### src/rtl/fpga_io_pkg.sv
// Shared constants for the Caravel pad bridge: register offsets, ID magic
// and the byte-lane helper used by the Wishbone write path.
package fpga_io_pkg;

   localparam int          MAX_PADS = 64;
   localparam logic [15:0] ID_MAGIC = 16'hF10B;

   localparam logic [7:0] REG_OEB_LO     = 8'h00;
   localparam logic [7:0] REG_OEB_HI     = 8'h04;
   localparam logic [7:0] REG_OVR_EN_LO  = 8'h08;
   localparam logic [7:0] REG_OVR_EN_HI  = 8'h0C;
   localparam logic [7:0] REG_OVR_VAL_LO = 8'h10;
   localparam logic [7:0] REG_OVR_VAL_HI = 8'h14;
   localparam logic [7:0] REG_PAD_IN_LO  = 8'h18;
   localparam logic [7:0] REG_PAD_IN_HI  = 8'h1C;
   localparam logic [7:0] REG_EDGE_LO    = 8'h20;
   localparam logic [7:0] REG_EDGE_HI    = 8'h24;
   localparam logic [7:0] REG_ID         = 8'h28;

   function automatic logic [31:0] lane_mask(input logic [3:0] sel);
      return {{8{sel[3]}}, {8{sel[2]}}, {8{sel[1]}}, {8{sel[0]}}};
   endfunction

endpackage

### src/rtl/fpga_io_bridge_if.sv
// Wishbone slave bundle shared by the pad bridge and the configuration loader.
interface fpga_io_bridge_if;
   logic        wbs_stb_i;
   logic        wbs_cyc_i;
   logic        wbs_we_i;
   logic [3:0]  wbs_sel_i;
   logic [31:0] wbs_dat_i;
   logic [31:0] wbs_adr_i;
   logic        wbs_ack_o;
   logic [31:0] wbs_dat_o;

   modport master (
      output wbs_stb_i, wbs_cyc_i, wbs_we_i, wbs_sel_i, wbs_dat_i, wbs_adr_i,
      input  wbs_ack_o, wbs_dat_o
   );

   modport slave (
      input  wbs_stb_i, wbs_cyc_i, wbs_we_i, wbs_sel_i, wbs_dat_i, wbs_adr_i,
      output wbs_ack_o, wbs_dat_o
   );
endinterface

### src/rtl/pad_sync.sv
// Parametrised-width two-flop synchroniser for raw pad inputs, async reset to 0.
module pad_sync #(
   parameter int WIDTH = 1
) (
   input  logic             wb_clk_i,
   input  logic             wb_rst_i,
   input  logic [WIDTH-1:0] d,
   output logic [WIDTH-1:0] q
);
   logic [WIDTH-1:0] meta_q;

   always_ff @(posedge wb_clk_i or posedge wb_rst_i) begin
      if (wb_rst_i) begin
         meta_q <= '0;
         q      <= '0;
      end else begin
         meta_q <= d;
         q      <= meta_q;
      end
   end
endmodule

### src/rtl/fpga_io_bridge.sv
// Wishbone-programmable bridge between Caravel pads and the fpga core GPIO.
// Define FPGA_IO_EDGE_CAPTURE_EN to build the sticky rising-edge (EDGE) registers.
module fpga_io_bridge
   import fpga_io_pkg::*;
#(
   parameter int          N_PADS    = 38,
   parameter logic [31:0] BASE_ADDR = 32'h3100_0000
) (
   input  logic              wb_clk_i,
   input  logic              wb_rst_i,
   fpga_io_bridge_if.slave   wb,
   input  logic [N_PADS-1:0] io_in,
   output logic [N_PADS-1:0] io_out,
   output logic [N_PADS-1:0] io_oeb,
   input  logic [N_PADS-1:0] fpga_out,
   output logic [N_PADS-1:0] fpga_in
);
   localparam logic [63:0] PAD_MASK = {64{1'b1}} >> (MAX_PADS - N_PADS);

   logic              in_window, req, start, wr;
   logic [7:0]        off;
   logic [31:0]       wmask, rd_data, dat_q;
   logic              ack_q;
   logic [63:0]       oeb_r, ovr_en_r, ovr_val_r, pad_in64, edge_q;
   logic [N_PADS-1:0] sync_q, io_out_q, io_oeb_q;
   logic              unused_adr;

   function automatic logic [63:0] wr_merge(input logic [63:0] cur, input logic hi,
                                            input logic [31:0] d, input logic [31:0] m);
      logic [63:0] r;
      r = cur;
      if (hi) r[63:32] = (cur[63:32] & ~m) | (d & m);
      else    r[31:0]  = (cur[31:0]  & ~m) | (d & m);
      return r;
   endfunction

   assign in_window  = wb.wbs_adr_i[31:8] == BASE_ADDR[31:8];
   assign req        = wb.wbs_stb_i & wb.wbs_cyc_i & in_window;
   assign start      = req & ~ack_q;
   assign wr         = start & wb.wbs_we_i;
   assign off        = {wb.wbs_adr_i[7:2], 2'b00};
   assign wmask      = lane_mask(wb.wbs_sel_i);
   assign pad_in64   = 64'(sync_q);
   assign unused_adr = ^wb.wbs_adr_i[1:0];

   pad_sync #(.WIDTH(N_PADS)) u_sync (
      .wb_clk_i (wb_clk_i),
      .wb_rst_i (wb_rst_i),
      .d        (io_in),
      .q        (sync_q)
   );

   // Bit offset 2 separates every _HI word from its _LO partner.
   always_ff @(posedge wb_clk_i or posedge wb_rst_i) begin
      if (wb_rst_i) begin
         oeb_r     <= PAD_MASK;
         ovr_en_r  <= '0;
         ovr_val_r <= '0;
      end else if (wr) begin
         case (off)
            REG_OEB_LO, REG_OEB_HI:
               oeb_r <= wr_merge(oeb_r, off[2], wb.wbs_dat_i, wmask) & PAD_MASK;
            REG_OVR_EN_LO, REG_OVR_EN_HI:
               ovr_en_r <= wr_merge(ovr_en_r, off[2], wb.wbs_dat_i, wmask) & PAD_MASK;
            REG_OVR_VAL_LO, REG_OVR_VAL_HI:
               ovr_val_r <= wr_merge(ovr_val_r, off[2], wb.wbs_dat_i, wmask) & PAD_MASK;
            default: ;
         endcase
      end
   end

`ifdef FPGA_IO_EDGE_CAPTURE_EN
   logic [N_PADS-1:0] prev_q;
   logic [63:0]       edge_clr;

   always_comb begin
      edge_clr = '0;
      if (wr && off == REG_EDGE_LO) edge_clr[31:0]  = wb.wbs_dat_i & wmask;
      if (wr && off == REG_EDGE_HI) edge_clr[63:32] = wb.wbs_dat_i & wmask;
   end

   // A new edge wins over a same-cycle W1C clear.
   always_ff @(posedge wb_clk_i or posedge wb_rst_i) begin
      if (wb_rst_i) begin
         prev_q <= '0;
         edge_q <= '0;
      end else begin
         prev_q <= sync_q;
         edge_q <= ((edge_q & ~edge_clr) | 64'(sync_q & ~prev_q)) & PAD_MASK;
      end
   end
`else
   assign edge_q = '0;
`endif

   always_comb begin
      rd_data = '0;
      case (off)
         REG_OEB_LO:     rd_data = oeb_r[31:0];
         REG_OEB_HI:     rd_data = oeb_r[63:32];
         REG_OVR_EN_LO:  rd_data = ovr_en_r[31:0];
         REG_OVR_EN_HI:  rd_data = ovr_en_r[63:32];
         REG_OVR_VAL_LO: rd_data = ovr_val_r[31:0];
         REG_OVR_VAL_HI: rd_data = ovr_val_r[63:32];
         REG_PAD_IN_LO:  rd_data = pad_in64[31:0];
         REG_PAD_IN_HI:  rd_data = pad_in64[63:32];
         REG_EDGE_LO:    rd_data = edge_q[31:0];
         REG_EDGE_HI:    rd_data = edge_q[63:32];
         REG_ID:         rd_data = {ID_MAGIC, 8'd0, 8'(N_PADS)};
         default:        rd_data = '0;
      endcase
   end

   always_ff @(posedge wb_clk_i or posedge wb_rst_i) begin
      if (wb_rst_i) begin
         ack_q <= 1'b0;
         dat_q <= '0;
      end else begin
         ack_q <= start;
         dat_q <= start ? rd_data : '0;
      end
   end

   always_ff @(posedge wb_clk_i or posedge wb_rst_i) begin
      if (wb_rst_i) begin
         io_out_q <= '0;
         io_oeb_q <= '1;
      end else begin
         io_out_q <= (ovr_en_r[N_PADS-1:0] & ovr_val_r[N_PADS-1:0])
                   | (~ovr_en_r[N_PADS-1:0] & fpga_out);
         io_oeb_q <= oeb_r[N_PADS-1:0];
      end
   end

   assign wb.wbs_ack_o = ack_q;
   assign wb.wbs_dat_o = dat_q;
   assign io_out       = io_out_q;
   assign io_oeb       = io_oeb_q;
   assign fpga_in      = sync_q;
endmodule

### src/flat_wrapper.sv
// flat-port wrapper written by rule: the top's interface ports become plain ports
module fpga_io_bridge_flat import fpga_io_pkg::*;
#(
   parameter int          N_PADS    = 38,
   parameter logic [31:0] BASE_ADDR = 32'h3100_0000
)
  (wb_clk_i, wb_rst_i, io_in, io_out, io_oeb, fpga_out, fpga_in, wb_wbs_stb_i, wb_wbs_cyc_i, wb_wbs_we_i, wb_wbs_sel_i, wb_wbs_dat_i, wb_wbs_adr_i, wb_wbs_ack_o, wb_wbs_dat_o);
  fpga_io_bridge_if wb_i ();
  input  logic wb_clk_i;
  input  logic wb_rst_i;
  input  logic [N_PADS-1:0] io_in;
  output logic [N_PADS-1:0] io_out;
  output logic [N_PADS-1:0] io_oeb;
  input  logic [N_PADS-1:0] fpga_out;
  output logic [N_PADS-1:0] fpga_in;
  input wire logic [$bits(wb_i.wbs_stb_i)-1:0] wb_wbs_stb_i;
  input wire logic [$bits(wb_i.wbs_cyc_i)-1:0] wb_wbs_cyc_i;
  input wire logic [$bits(wb_i.wbs_we_i)-1:0] wb_wbs_we_i;
  input wire logic [$bits(wb_i.wbs_sel_i)-1:0] wb_wbs_sel_i;
  input wire logic [$bits(wb_i.wbs_dat_i)-1:0] wb_wbs_dat_i;
  input wire logic [$bits(wb_i.wbs_adr_i)-1:0] wb_wbs_adr_i;
  output wire logic [$bits(wb_i.wbs_ack_o)-1:0] wb_wbs_ack_o;
  output wire logic [$bits(wb_i.wbs_dat_o)-1:0] wb_wbs_dat_o;
  assign wb_i.wbs_stb_i = wb_wbs_stb_i;
  assign wb_i.wbs_cyc_i = wb_wbs_cyc_i;
  assign wb_i.wbs_we_i = wb_wbs_we_i;
  assign wb_i.wbs_sel_i = wb_wbs_sel_i;
  assign wb_i.wbs_dat_i = wb_wbs_dat_i;
  assign wb_i.wbs_adr_i = wb_wbs_adr_i;
  assign wb_wbs_ack_o = wb_i.wbs_ack_o;
  assign wb_wbs_dat_o = wb_i.wbs_dat_o;
  fpga_io_bridge #(.N_PADS(N_PADS), .BASE_ADDR(BASE_ADDR)) u_core (.wb_clk_i(wb_clk_i), .wb_rst_i(wb_rst_i), .wb(wb_i), .io_in(io_in), .io_out(io_out), .io_oeb(io_oeb), .fpga_out(fpga_out), .fpga_in(fpga_in));
endmodule
### config.mk
export PLATFORM = sky130hd
export DESIGN_NAME = fpga_io_bridge_flat
export DESIGN_NICKNAME = d
export VERILOG_FILES = /design/src/rtl/fpga_io_pkg.sv /design/src/rtl/fpga_io_bridge_if.sv /design/src/rtl/pad_sync.sv /design/src/rtl/fpga_io_bridge.sv /design/src/flat_wrapper.sv
export SDC_FILE = /design/constraint.sdc
export NUM_CORES = 1
export LEC_CHECK = 0
export ABC_AREA = 1
export ABC_CLOCK_PERIOD_IN_PS = 11810
export BUFFER_PORTS_ARGS = -buffer_cell sky130_fd_sc_hd__buf_2
export CAP_MARGIN = 20
export CORE_ASPECT_RATIO = 0.5
export CORE_MARGIN = 2
export CORE_UTILIZATION = 53
export DETAILED_ROUTE_END_ITERATION = 8
export GPL_TIMING_DRIVEN = 1
export PLACE_DENSITY_LB_ADDON = 0.05
export SYNTH_ARGS = -nofsm -noshare
export SYNTH_HDL_FRONTEND = slang
export SYNTH_SLANG_ARGS = --single-unit
### constraint.sdc
create_clock -name wb_clk_i -period 11.81 [get_ports wb_clk_i]
set_clock_uncertainty 0.05 [all_clocks]
set_input_delay 2.362 -clock wb_clk_i [delete_from_list [all_inputs] [get_ports wb_clk_i]]
set_output_delay 2.362 -clock wb_clk_i [all_outputs]
set_load 0.005 [all_outputs]
==> impl_metrics.json <==
{
  "seq_area_frac_synth_pct": 67.3,
  "worst_hold_path_type": "reg -> reg",
  "track_usage_pct": 27.6,
  "maxSlewHeadroom_pct": 32.1,
  "gp_congestion": 0.846,
  "crit_chain": "buf_2 -> nor2_4 -> nand3_4 -> nor2_4 -> buf_4 -> inv_2 -> nor2_4 -> nand3_1 -> nand2_1",
  "antenna_left": 0,
  "cts_buffers": 25,
  "antenna_found_initial": 3,
  "critical_path.max_stage_delay_ps": 580,
  "cts_root_buf": "clkbuf_16",
  "vias": 8821,
  "reg2reg_depth": 7,
  "post-synth-top-area-cell": "dfrtp_1",
  "rsz0062_at_grt": "no",
  "drtIter0Drc": 716,
  "fillers": 1677,
  "ys_warn_count": 0,
  "path_common_cell": "nor2_4",
  "power_mw": 1.96,
  "cp_slowest_cell": "nor2_4",
  "synthMuxAreaShare_pct": 3.40,
  "cp-start-kind": "input pin",
  "routed_wl_um": 30500,
  "dieArea_sq_mm": 0.0225,
  "hold_path_depth": 0,
  "cts_tree": "done",
  "synth.top_cells.by_area": "dfrtp_1 50%, dfstp_2 18%, nand2_1 13%",
  "critPathKind": "in -> reg",
  "grt_pass1_vias": 8877,
  "holdPathEnd": "u_core.u_sync.q[14]$_DFF_PP0_",
  "cts_sinks": 299,
  "synthCells": 1085,
  "outcome": "completed",
  "hold_viol": 0,
  "reg2reg_slack_ps": 9580,
  "async_flop_share_pct": 100,
  "p_leak_nw": 7.20,
  "drive_above_1_share_pct": 34.7,
  "tightestPinTransition_ps": 1020,
  "synth_xor_area_share_pct": 0,
  "synth-seq-cells": 299,
  "crit_fanout": 28,
  "yosys.area_share.adder_pct": 0,
  "syn-num-nets": 1234,
  "grt_pass1_wl_um": 47800,
  "ff_latch_area_sq_mm": 0.00758,
  "synth_compound_area_share_pct": 2.13,
  "start_util_pct": 54.4,
  "overflow": 0,
  "clkTransAtPathRegs_ps": 70,
  "drc_errors": 0,
  "cts_buffer_depth": 3,
  "syn_avg_cell_area_sq_um": 10.4,
  "final-setup-viol-count": 0,
  "hold-worst-slack_ps": 299,
  "synth_top_family_by_area": "simple AND/OR/NAND/NOR gates",
  "crit_buf_inv": 3,
  "wl_per_cell_um": 18.3,
  "cp.required_ps": 12250,
  "cts_setup_buffers": 0,
  "hold_buffers": 0,
  "finalSetupTns_ps": 0,
  "crit_path_end_kind": "flop",
  "syn-cell-area_sq_mm": 0.0113,
  "cts_resized": 0,
  "post-route-period-util_pct": 35.9,
  "dr.pass1.iters": 5,
  "ys.flop_type": "dfrtp_1",
  "power_density_mw_per_mm2": 142,
  "min_period_ps": 4240,
  "ioPinCount": 296,
  "die_w_um": 210,
  "multi_input_area_sq_mm": 0.00336,
  "worstHoldStart": "u_core.u_sync.meta_q[14]$_DFF_PP0_",
  "rows": 37,
  "via_per_inst": 5.29,
  "syn_to_final_growth_pct": 22.7,
  "yosys.area_share.simple_pct": 24.1,
  "peakVddDrop_uv": 123,
  "fin_util_pct": 66.7,
  "worstSkewPairLatency_ps": 550,
  "dp_hpwl_um": 20000,
  "fmax_mhz": 236,
  "final_nets": 1520,
  "crit_arrival_ps": 4680,
  "grt_max_degree": 143,
  "drv_cap": 0,
  "core_sq_mm": 0.0207,
  "drv_slew": 0,
  "synthDistinctLibCells": 24,
  "io_buffers": 293,
  "netlist.area_leader.share_pct": 49.6,
  "synth_edf_count": 0,
  "fp.dieH_um": 107,
  "rr_startpoint": "u_core.wb.wbs_ack_o$_DFF_PP0_",
  "ctsHtreeMaxLevel": 1,
  "cp_top_family": "simple AND/OR/NAND/NOR gates"
}
-- Yosys cell counts, types with 2 or more instances --
library cell / n
inv_2: 2
inv_1: 32
dfstp_2: 76
mux2_2: 34
nor2_4: 5
nand3_1: 139
nand4_1: 9
and3_1: 2
buf_2: 26
nor2_1: 60
nand3_2: 2
clkbuf_1: 14
nor2_2: 5
nand4_2: 10
nand2_1: 392
a21oi_1: 46
buf_4: 2
dfrtp_1: 223
-- area by class of cell --
cell class                      count  area share [%]
Sequential cell                   299            54.9
Multi-Input combinational cell    708            24.4
Timing Repair Buffer              303            11.5
Clock buffer                       33            5.04
Tap cell                          273            2.47
Inverter                           34           0.978
Clock inverter                     13           0.788
Antenna cell                        3          0.0544
-- metrics by stage --
stage,std cells,instance area (sq um),setup slack [ps]
floorplan,1085,11300,1260
global placement,1615,12900,7030
detailed placement,1615,12900,6990
CTS,1661,13700,7580
global route,1663,13800,7370
finish,1666,13800,7570
-- layer usage --
layer	GRT usage, %	vias to the layer above	part of all wire (%)
met5	0	-	0.036
met2	44.6	312	47
li1	-	4073	-
met4	6.13	2	1.8
met1	38.6	4385	44
met3	6.44	49	7.2
-- power by group --
| group | internal (mW) | switching (mW) |
|---|---|---|
| clock network | 0.442 | 0.379 |
| logic | 0.0347 | 0.0554 |
| registers | 1.04 | 0.00771 |
| total | 1.52 | 0.442 |
-- cell families after synthesis --
| logic type | Yosys count |
|---|---|
| AOI/OAI and AO/OA | 48 |
| and+or+nand+nor | 626 |
| buffers and inverters | 78 |
| DFF | 299 |
| muxes | 34 |
-- how the worst max path moves through the flow --
stage | start | end | slack [ps] | cells past startpoint
4_1_cts | wb_wbs_adr_i[7] | flop | 7580 | 9
2_1_floorplan | wb_rst_i | async pin | 1260 | 1
6_report | wb_wbs_adr_i[7] | flop | 7570 | 9
3_5_place_dp | wb_wbs_adr_i[7] | flop | 6990 | 9
3_3_place_gp | wb_wbs_adr_i[7] | flop | 7030 | 9
5_1_grt | wb_wbs_adr_i[2] | flop | 7370 | 9
-- cell usage in the layout, fill, tap and decap left out, drive strengths merged --
cell	instances
nand2	392
buf	303
dfrtp	223
nand3	142
dfstp	76
nor2	70
a21oi	46
inv	36
mux2	34
clkbuf	33
nand4	19
clkinv	10
diode	3
and3	2
o21ai	2
nand3b	1
bufinv	1
Note: power is estimated with default switching activity, not from simulation.
